===== src/rtl/line_loader.sv =====
// Byte-stream to 12-bit pixel unpacker feeding a ping-pong line memory.
// Every 3 accepted bytes become two pixels. A full write bank is handed to the display on line_swap.
module line_loader #(
  parameter int NATIVE_HRES = 800,
  parameter int NATIVE_VRES = 600,
  parameter int BITPERPIXEL = 12
) (
  input  logic                   clk,
  input  logic                   reset,
  input  logic [7:0]             in_data,
  input  logic                   in_valid,
  input  logic                   in_sof,
  output logic                   in_ready,
  output logic                   wr_en,
  output logic                   wr_bank,
  output logic [10:0]            wr_addr,
  output logic [BITPERPIXEL-1:0] wr_data,
  input  logic                   line_swap,
  output logic                   rd_bank,
  output logic [10:0]            line_num,
  output logic                   line_valid,
  output logic                   frame_done,
  output logic                   underrun,
  output logic                   resync
);

  localparam logic [10:0] LAST_PIX  = 11'(NATIVE_HRES - 1);
  localparam logic [10:0] LAST_LINE = 11'(NATIVE_VRES - 1);

  typedef enum logic [2:0] {
    WAIT_SOF = 3'd0,
    PH0      = 3'd1,
    PH1      = 3'd2,
    PH2      = 3'd3,
    FULL     = 3'd4
  } state_t;

  state_t      state;
  logic [7:0]  b0_p0;
  logic [7:0]  b1_p0;
  logic [10:0] pix_cnt;
  logic [10:0] line_cnt;
  logic [10:0] wr_line;
  logic        accept;

  assign accept = in_valid && in_ready;

  // Pixel packing: b0 b1 b2 -> {b0, b1[7:4]}, {b1[3:0], b2}
  function automatic logic [BITPERPIXEL-1:0] pix_even(input logic [7:0] b0, input logic [7:0] b1);
    return {b0, b1[7:4]};
  endfunction

  function automatic logic [BITPERPIXEL-1:0] pix_odd(input logic [7:0] b1, input logic [7:0] b2);
    return {b1[3:0], b2};
  endfunction

  function automatic logic [10:0] next_line(input logic [10:0] cur);
    return (cur == LAST_LINE) ? 11'd0 : 11'(cur + 11'd1);
  endfunction

  // Byte holding registers: pure data, no reset needed
  always_ff @(posedge clk) begin
    if (accept) begin
      if (in_sof || state == WAIT_SOF || state == PH0)
        b0_p0 <= in_data;
      else if (state == PH1)
        b1_p0 <= in_data;
    end
  end

  always_ff @(posedge clk or posedge reset) begin
    if (reset) begin
      state      <= WAIT_SOF;
      in_ready   <= 1'b0;
      pix_cnt    <= 11'd0;
      line_cnt   <= 11'd0;
      wr_line    <= 11'd0;
      wr_en      <= 1'b0;
      wr_bank    <= 1'b1;
      wr_addr    <= 11'd0;
      wr_data    <= '0;
      rd_bank    <= 1'b0;
      line_num   <= 11'd0;
      line_valid <= 1'b0;
      frame_done <= 1'b0;
      underrun   <= 1'b0;
      resync     <= 1'b0;
    end else begin
      wr_en      <= 1'b0;
      frame_done <= 1'b0;
      underrun   <= 1'b0;
      resync     <= 1'b0;
      in_ready   <= (state != FULL);

      if (line_swap) begin
        if (state == FULL) begin
          rd_bank    <= ~rd_bank;
          wr_bank    <= rd_bank;
          line_num   <= wr_line;
          line_valid <= 1'b1;
          state      <= PH0;
          in_ready   <= 1'b1;
        end else begin
          underrun <= 1'b1;
        end
      end

      // in_ready is low in FULL, so no byte is ever accepted there
      if (accept) begin
        if (state == WAIT_SOF) begin
          if (in_sof) begin
            pix_cnt  <= 11'd0;
            line_cnt <= 11'd0;
            state    <= PH1;
          end
        end else if (in_sof) begin
          // Start of frame restarts line 0; only a real restart is flagged
          if (state != PH0 || pix_cnt != 11'd0 || line_cnt != 11'd0)
            resync <= 1'b1;
          pix_cnt  <= 11'd0;
          line_cnt <= 11'd0;
          state    <= PH1;
        end else begin
          case (state)
            PH0: state <= PH1;
            PH1: begin
              wr_en   <= 1'b1;
              wr_addr <= pix_cnt;
              wr_data <= pix_even(b0_p0, in_data);
              pix_cnt <= 11'(pix_cnt + 11'd1);
              state   <= PH2;
            end
            PH2: begin
              wr_en   <= 1'b1;
              wr_addr <= pix_cnt;
              wr_data <= pix_odd(b1_p0, in_data);
              if (pix_cnt == LAST_PIX) begin
                pix_cnt    <= 11'd0;
                wr_line    <= line_cnt;
                line_cnt   <= next_line(line_cnt);
                frame_done <= (line_cnt == LAST_LINE);
                in_ready   <= 1'b0;
                state      <= FULL;
              end else begin
                pix_cnt <= 11'(pix_cnt + 11'd1);
                state   <= PH0;
              end
            end
            default: state <= state;
          endcase
        end
      end
    end
  end

endmodule


===== config.mk =====
export PLATFORM = sky130hd
export DESIGN_NAME = line_loader
export DESIGN_NICKNAME = d
export VERILOG_FILES = /design/src/rtl/line_loader.sv
export SDC_FILE = /design/constraint.sdc
export NUM_CORES = 1
export LEC_CHECK = 0
export ABC_AREA = 1
export CAP_MARGIN = 20
export CORE_MARGIN = 8
export CORE_UTILIZATION = 29
export CTS_BUF_LIST = sky130_fd_sc_hd__clkbuf_16
export DETAILED_ROUTE_END_ITERATION = 10
export MAX_ROUTING_LAYER = met4
export PLACE_DENSITY = 0.48
export SKIP_CTS_REPAIR_TIMING = 1
export SLEW_MARGIN = 20
export SYNTH_ARGS = -nofsm -noshare
export SYNTH_HDL_FRONTEND = slang
export SYNTH_SLANG_ARGS = --single-unit

===== constraint.sdc =====
create_clock -name clk -period 5.1 [get_ports clk]
set_input_delay 1.02 -clock clk [delete_from_list [all_inputs] [get_ports clk]]
set_output_delay 1.02 -clock clk [all_outputs]
set_load 0.01 [all_outputs]

[Word level (Yosys, flattened, before mapping)]
Index checks and enable logic that the tools add are counted.
Storage, ports and cells
  output and inout port bits: 42
  bits in registers: 90
Cells by class
  eq/ne operators: 10
  mux-type cells: 41
  $add $sub $neg: 2
  reduce and logical (&&, ||, !) cells: 21
  bitwise gates (word level): 4
Operators with widths (number)
  two-way mux 11 bit: 9
  case mux 12 bit (2 select lines): 1
  adder 11 x 1 -> 11 bit, second input constant: 2
  == test 11 x 10 -> 1 bit, second input constant: 2
  two-way mux 1 bit: 22
  case mux 11 bit (2 select lines): 1
  nonzero test 11 bit: 2
  two-way mux 3 bit: 7
  AND reduction 4 bit: 3
  case mux 3 bit (3 select lines): 1
  == test 3 x 2 -> 1 bit, second input constant: 2
  != test 6 x 2 -> 1 bit, second input constant: 1
  AND reduction 3 bit: 2
  nonzero test 2 bit: 3
  AND reduction 5 bit: 1
  logical OR 1 bit: 4
  inverter 1 bit: 4
  AND reduction 2 bit: 2
  == test 3 x 1 -> 1 bit, second input constant: 1
  == test 3 bit, second input constant: 1
  logical NOT 3 bit: 1
  != test 3 x 1 -> 1 bit, second input constant: 1
  != test 3 bit, second input constant: 1
  nonzero test 3 bit: 1
  other kinds (3): 3

[Longest topological paths before layout]
  depth after elaboration: 8
  depth in mapped cells: 9
  depth with buffers taken out: 8

[Worst setup path after synthesis]
No wires, ideal clock.
  path kind: in2reg
  start point: in in_sof
  end point: reg b1_p0[0], enable pin
  path slack: 2825 ps
  stages: 7
  path buffers: 2
  arrival: 1946 ps
  library setup time: 329 ps
  cells stage by stage: buf_4 > nor2_4 > inv_1 > nor2_4 > inv_2 > buf_2 > nor2_1
Between the ends
  cells in the longest elaborated chain, start to end: 4
RTL lines
  from (decl): RTL line 12  | input logic in_sof,
  logical OR 1 bit (2 in a row): RTL line 64  | if (in_sof || state == WAIT_SOF || state == PH0)
  inverter 1 bit (no line)
  AND reduction 3 bit (no line)
  to (signal assigned): RTL line 67  | b1_p0 <= in_data;
  to (decl): RTL line 40  | logic [7:0] b1_p0;
No other way between the ends.
A chain may end at the register's enable or synchronous reset.

[Worst setup path after layout]
  start point: in in_sof
  end point: reg b1_p0[2], enable pin
Same word-level chain as after synthesis.

==> results.txt <==
----------------------------------------------------
[Clock tree]
  Clock sink total ... 90
  Clock tree from TritonCTS ... yes
  CTS H-Tree Depth ... 3
  Clock-pin slew of the registers on the worst-case setup and hold paths ... around 60 ps
  Clock latency on the worst-skew pair ... 340 ps
  Num CTS Buffers ... 9
  Clk Tree Root Cell ... sky130_fd_sc_hd__clkbuf_16
  Clk buf depth ... 2

[Global route]
  Initial antenna violation count ... 0
  Vias in the first global route ... 3,220
  All-layer global routing usage ... 11.67%
  Largest net degree at the start of global routing ... 53
  First-pass GRT wire length ... 16,930 um
  Total global routing overflow ... 0

[Synth]
  Synthesized area per cell ... slightly above 9 um^2
  Number of different library cells in the post-synthesis netlist ... 40
  Combined area of all synthesized cells ... 4265 um^2
  Post-Synthesis Cells ... approximately 470
  Net count of the mapped netlist ... between 400 and 500
  Number of warnings printed during yosys synthesis ... 0
  Number of synthesized register bits ... 90
  Sequential-to-total area share from yosys stat ... between 50 and 60%

[Floorplan]
  Die Span X ... about 140 um
  Placement row count ... between 40 and 50
  Die Outline Area ... 18,840 um^2
  Vertical die dimension ... 137.3 um
  Initial cell density of the core ... between 20 and 30%
  Standard cell core area ... 14,480 um^2
  IO Count ... 55

[Hold path]
  Hold depth ... 1
  Path class of the lowest-slack min-delay path ... reg -> reg

[Cells and area]
  Layout Area Growth over Synthesis ... 22.91%
  Diodes inserted ... 0
  Fraction of layout cells with a size suffix above 1 ... 12.74%
  Final standard cell area without fillers ... 5243 um^2
  Final cell count without fillers ... between 700 and 800
  Net count of the finished layout ... about 540
  Most used cells in the layout excluding fill and tap cells ... 118 x sky130_fd_sc_hd__nand2_1, 77 x sky130_fd_sc_hd__dfrtp_1, 54 x sky130_fd_sc_hd__clkdlybuf4s50_1, 43 x sky130_fd_sc_hd__nor2_1, 40 x sky130_fd_sc_hd__inv_1
  FILL cells ... ~1,500
  Most frequent standard cell in the layout excluding fill and tap cells ... sky130_fd_sc_hd__nand2_1

[Critical path]
  Maximum fanout count along the critical path ... 34
  Crit Path Class ... in -> reg
  Critical Path RT ... 5100 ps
  Critical path capture point type ... flop
  Slowest library cell on the worst path ... sky130_fd_sc_hd__clkdlybuf4s50_1
  Most frequent cell on the critical path ... sky130_fd_sc_hd__nor2_4
  Reg2reg path depth ... 6
  Sort of element at the start of the critical path ... input pin
  Cells traversed along the worst timing path ... clkdlybuf4s50_1 > nor2_4 > inv_1 > nor2_4 > inv_2 > nor2_1
  Data arrival time of the worst path ... 2890 ps
  CP peak stage delay ... ~590 ps

[Timing]
  Count of endpoints failing setup in the final report ... 0
  Setup repair after global routing missed its margin ... false
  Worst Max-Slew Pin Slew ... 843.5 ps
  Relative slew slack ... 43.77%
  Final worst setup slack ... 2211 ps
  Hold Vio Cnt, Final ... 0
  Fin crit period ... about 2900 ps
  Final-layout setup total negative slack ... 0 ps
  Final slew viol count ... 0
  Final period util ... 56.64%
  Hold_ws ... ~470 ps
  FMAX ... ~350 MHz
  Clock skew ... roughly 7.5 ps

[Routing]
  DR pass1 iterations ... 5
  Violation count after the first detailed-routing iteration ... approximately 220
  Wire length per cell after detailed routing ... 13.99 um
  # DRC ... 0
  Detailed Route WL ... about 10000 um
  ANT nets after route ... 0
  Via-per-instance ratio ... between 4 and 5
  Total vias in the final route ... 3,263

[Placement]
  Number of I/O port buffers ... 54
  Worst-case setup slack after placement ... between 1500 and 2000 ps
  Final weighted congestion in routability-driven placement ... 0.8869
  Placement Cell Area ... 4935 um^2
  Hpwl dp ... 7205 um
  Number of cells after detailed placement ... approximately 700

[Pwr]
  Power density cells ... 336.2 nW/um^2
  Peak VDD IR ... between 0.15 and 0.2 mV
  Leakage dissipation ... between 2 and 2.5 nW

[Flow run]
  Number of max-capacitance violations reported ... 0

[Status]
  Status ... finished, final reports clean

----------------------------------------------------
-- worst max-delay path: cells and delay by family --
| family | cells | cell delay [ps] |
|---|---|---|
| and+or+nand+nor | 3 | 860 |
| buffers and inverters | 3 | 990 |
-- per-layer routing --
layer / up-vias / track usage [%] / wire length, um
li1: 1643 / - / -
met1: 1559 / 15.27 / 4796
met2: 55 / 17.38 / 4499
met3: 6 / 2.662 / 519
met4: 0 / 4.164 / 120
met5: - / - / 0
-- synthesized netlist by cell type --
library cell / instances / area [um^2]
sky130_fd_sc_hd__a21oi_1: 7 / 35.03
sky130_fd_sc_hd__a21oi_4: 1 / 16.27
sky130_fd_sc_hd__a22oi_1: 1 / 7.510
sky130_fd_sc_hd__a31oi_1: 1 / 6.260
sky130_fd_sc_hd__buf_2: 6 / 30.03
sky130_fd_sc_hd__buf_4: 4 / 30.03
sky130_fd_sc_hd__buf_6: 4 / 45.04
sky130_fd_sc_hd__clkbuf_2: 1 / 5.000
sky130_fd_sc_hd__clkinv_1: 1 / 3.750
sky130_fd_sc_hd__dfrtp_1: 77 / 1927
sky130_fd_sc_hd__dfstp_2: 1 / 26.28
sky130_fd_sc_hd__edfxtp_1: 12 / 360.4
sky130_fd_sc_hd__ha_1: 4 / 50.05
sky130_fd_sc_hd__inv_1: 39 / 146.4
sky130_fd_sc_hd__inv_2: 7 / 26.28
sky130_fd_sc_hd__nand2_1: 118 / 442.9
sky130_fd_sc_hd__nand2_2: 9 / 56.30
sky130_fd_sc_hd__nand2_4: 2 / 22.52
sky130_fd_sc_hd__nand3_1: 23 / 115.1
sky130_fd_sc_hd__nand3_2: 1 / 10.01
sky130_fd_sc_hd__nand4_1: 16 / 100.1
sky130_fd_sc_hd__nand4_4: 2 / 42.54
sky130_fd_sc_hd__nor2_1: 43 / 161.4
sky130_fd_sc_hd__nor2_2: 3 / 18.77
sky130_fd_sc_hd__nor2_4: 2 / 22.52
sky130_fd_sc_hd__nor2_8: 1 / 20.02
sky130_fd_sc_hd__nor3_1: 11 / 55.05
sky130_fd_sc_hd__nor3_2: 2 / 20.02
sky130_fd_sc_hd__nor3_4: 1 / 16.27
sky130_fd_sc_hd__nor4_1: 1 / 6.260
sky130_fd_sc_hd__nor4_4: 1 / 21.27
sky130_fd_sc_hd__o211ai_1: 1 / 7.510
sky130_fd_sc_hd__o21ai_0: 30 / 150.1
sky130_fd_sc_hd__o21ai_1: 13 / 65.06
sky130_fd_sc_hd__o21ai_2: 17 / 148.9
sky130_fd_sc_hd__o22ai_1: 1 / 6.260
sky130_fd_sc_hd__o311ai_0: 1 / 8.760
sky130_fd_sc_hd__or2_2: 1 / 6.260
sky130_fd_sc_hd__xnor2_1: 1 / 8.760
sky130_fd_sc_hd__xor2_1: 2 / 17.52
-- per-stage QoR --
stage / total power [mW] / util [%]
after floorplan: 0.9963 / -
after global placement: 1.126 / 34.08
after detailed placement: 1.127 / 34.08
after CTS: 1.788 / 36.07
after global routing: 1.859 / 36.21
final: 1.763 / 36.21
-- final timing paths --
check / start / end / slack [ps]
worst max register to register: in_ready$_DFF_PP0_ / b1_p0[2]$_DFFE_PP_ / 3060
worst min register to register: line_valid$_DFFE_PP0P_ / line_valid$_DFFE_PP0P_ / 470
worst min-delay path: line_valid$_DFFE_PP0P_ / line_valid$_DFFE_PP0P_ / 470
max in group asynchronous: reset / wr_bank$_DFFE_PP1P_ / 3300
worst max-delay path: in_sof / b1_p0[2]$_DFFE_PP_ / 2210
min in group asynchronous: reset / line_num[4]$_DFFE_PP0P_ / 1030
-- layout make-up --
cell class / count / area [um^2] / share of cell area (%)
tap: 184 / 230.2 / 4.391
multi-input combinational: 317 / 1665 / 31.77
clock buffer: 9 / 225.2 / 4.296
timing repair buffer: 56 / 568.0 / 10.84
inverter: 47 / 177.7 / 3.389
sequential: 90 / 2313 / 44.13
clock inverter: 7 / 62.56 / 1.193
-- power breakdown --
group | switching (mW) | leakage, nW | total, mW | internal, mW
combinational | 0.159 | 0.989 | 0.282 | 0.123
sequential | 0.0416 | 1.16 | 0.828 | 0.786
clock | 0.277 | 0.146 | 0.653 | 0.376
total | 0.477 | 2.29 | 1.76 | 1.29
-- cell families after synthesis --
group | after synthesis | synth area share [%]
compound gates | 73 | 10.59
xor+xnor | 3 | 0.6161
fa+ha+maj | 4 | 1.173
buf+inv | 62 | 6.717
flops | 90 | 54.24
simple gates | 237 | 26.66
-- state kept, by name, summed over array words and instances (netlist names) --
register	cells
wr_data	12
line_num	11
state	3
pix_cnt	11
rd_bank	1
in_ready	1
resync	1
wr_line	11
wr_en	1
b0_p0	8
line_valid	1
line_cnt	11
wr_bank	1
wr_addr	11
b1_p0	4
underrun	1
frame_done	1
No activity file was read; power rests on OpenSTA's default activity.
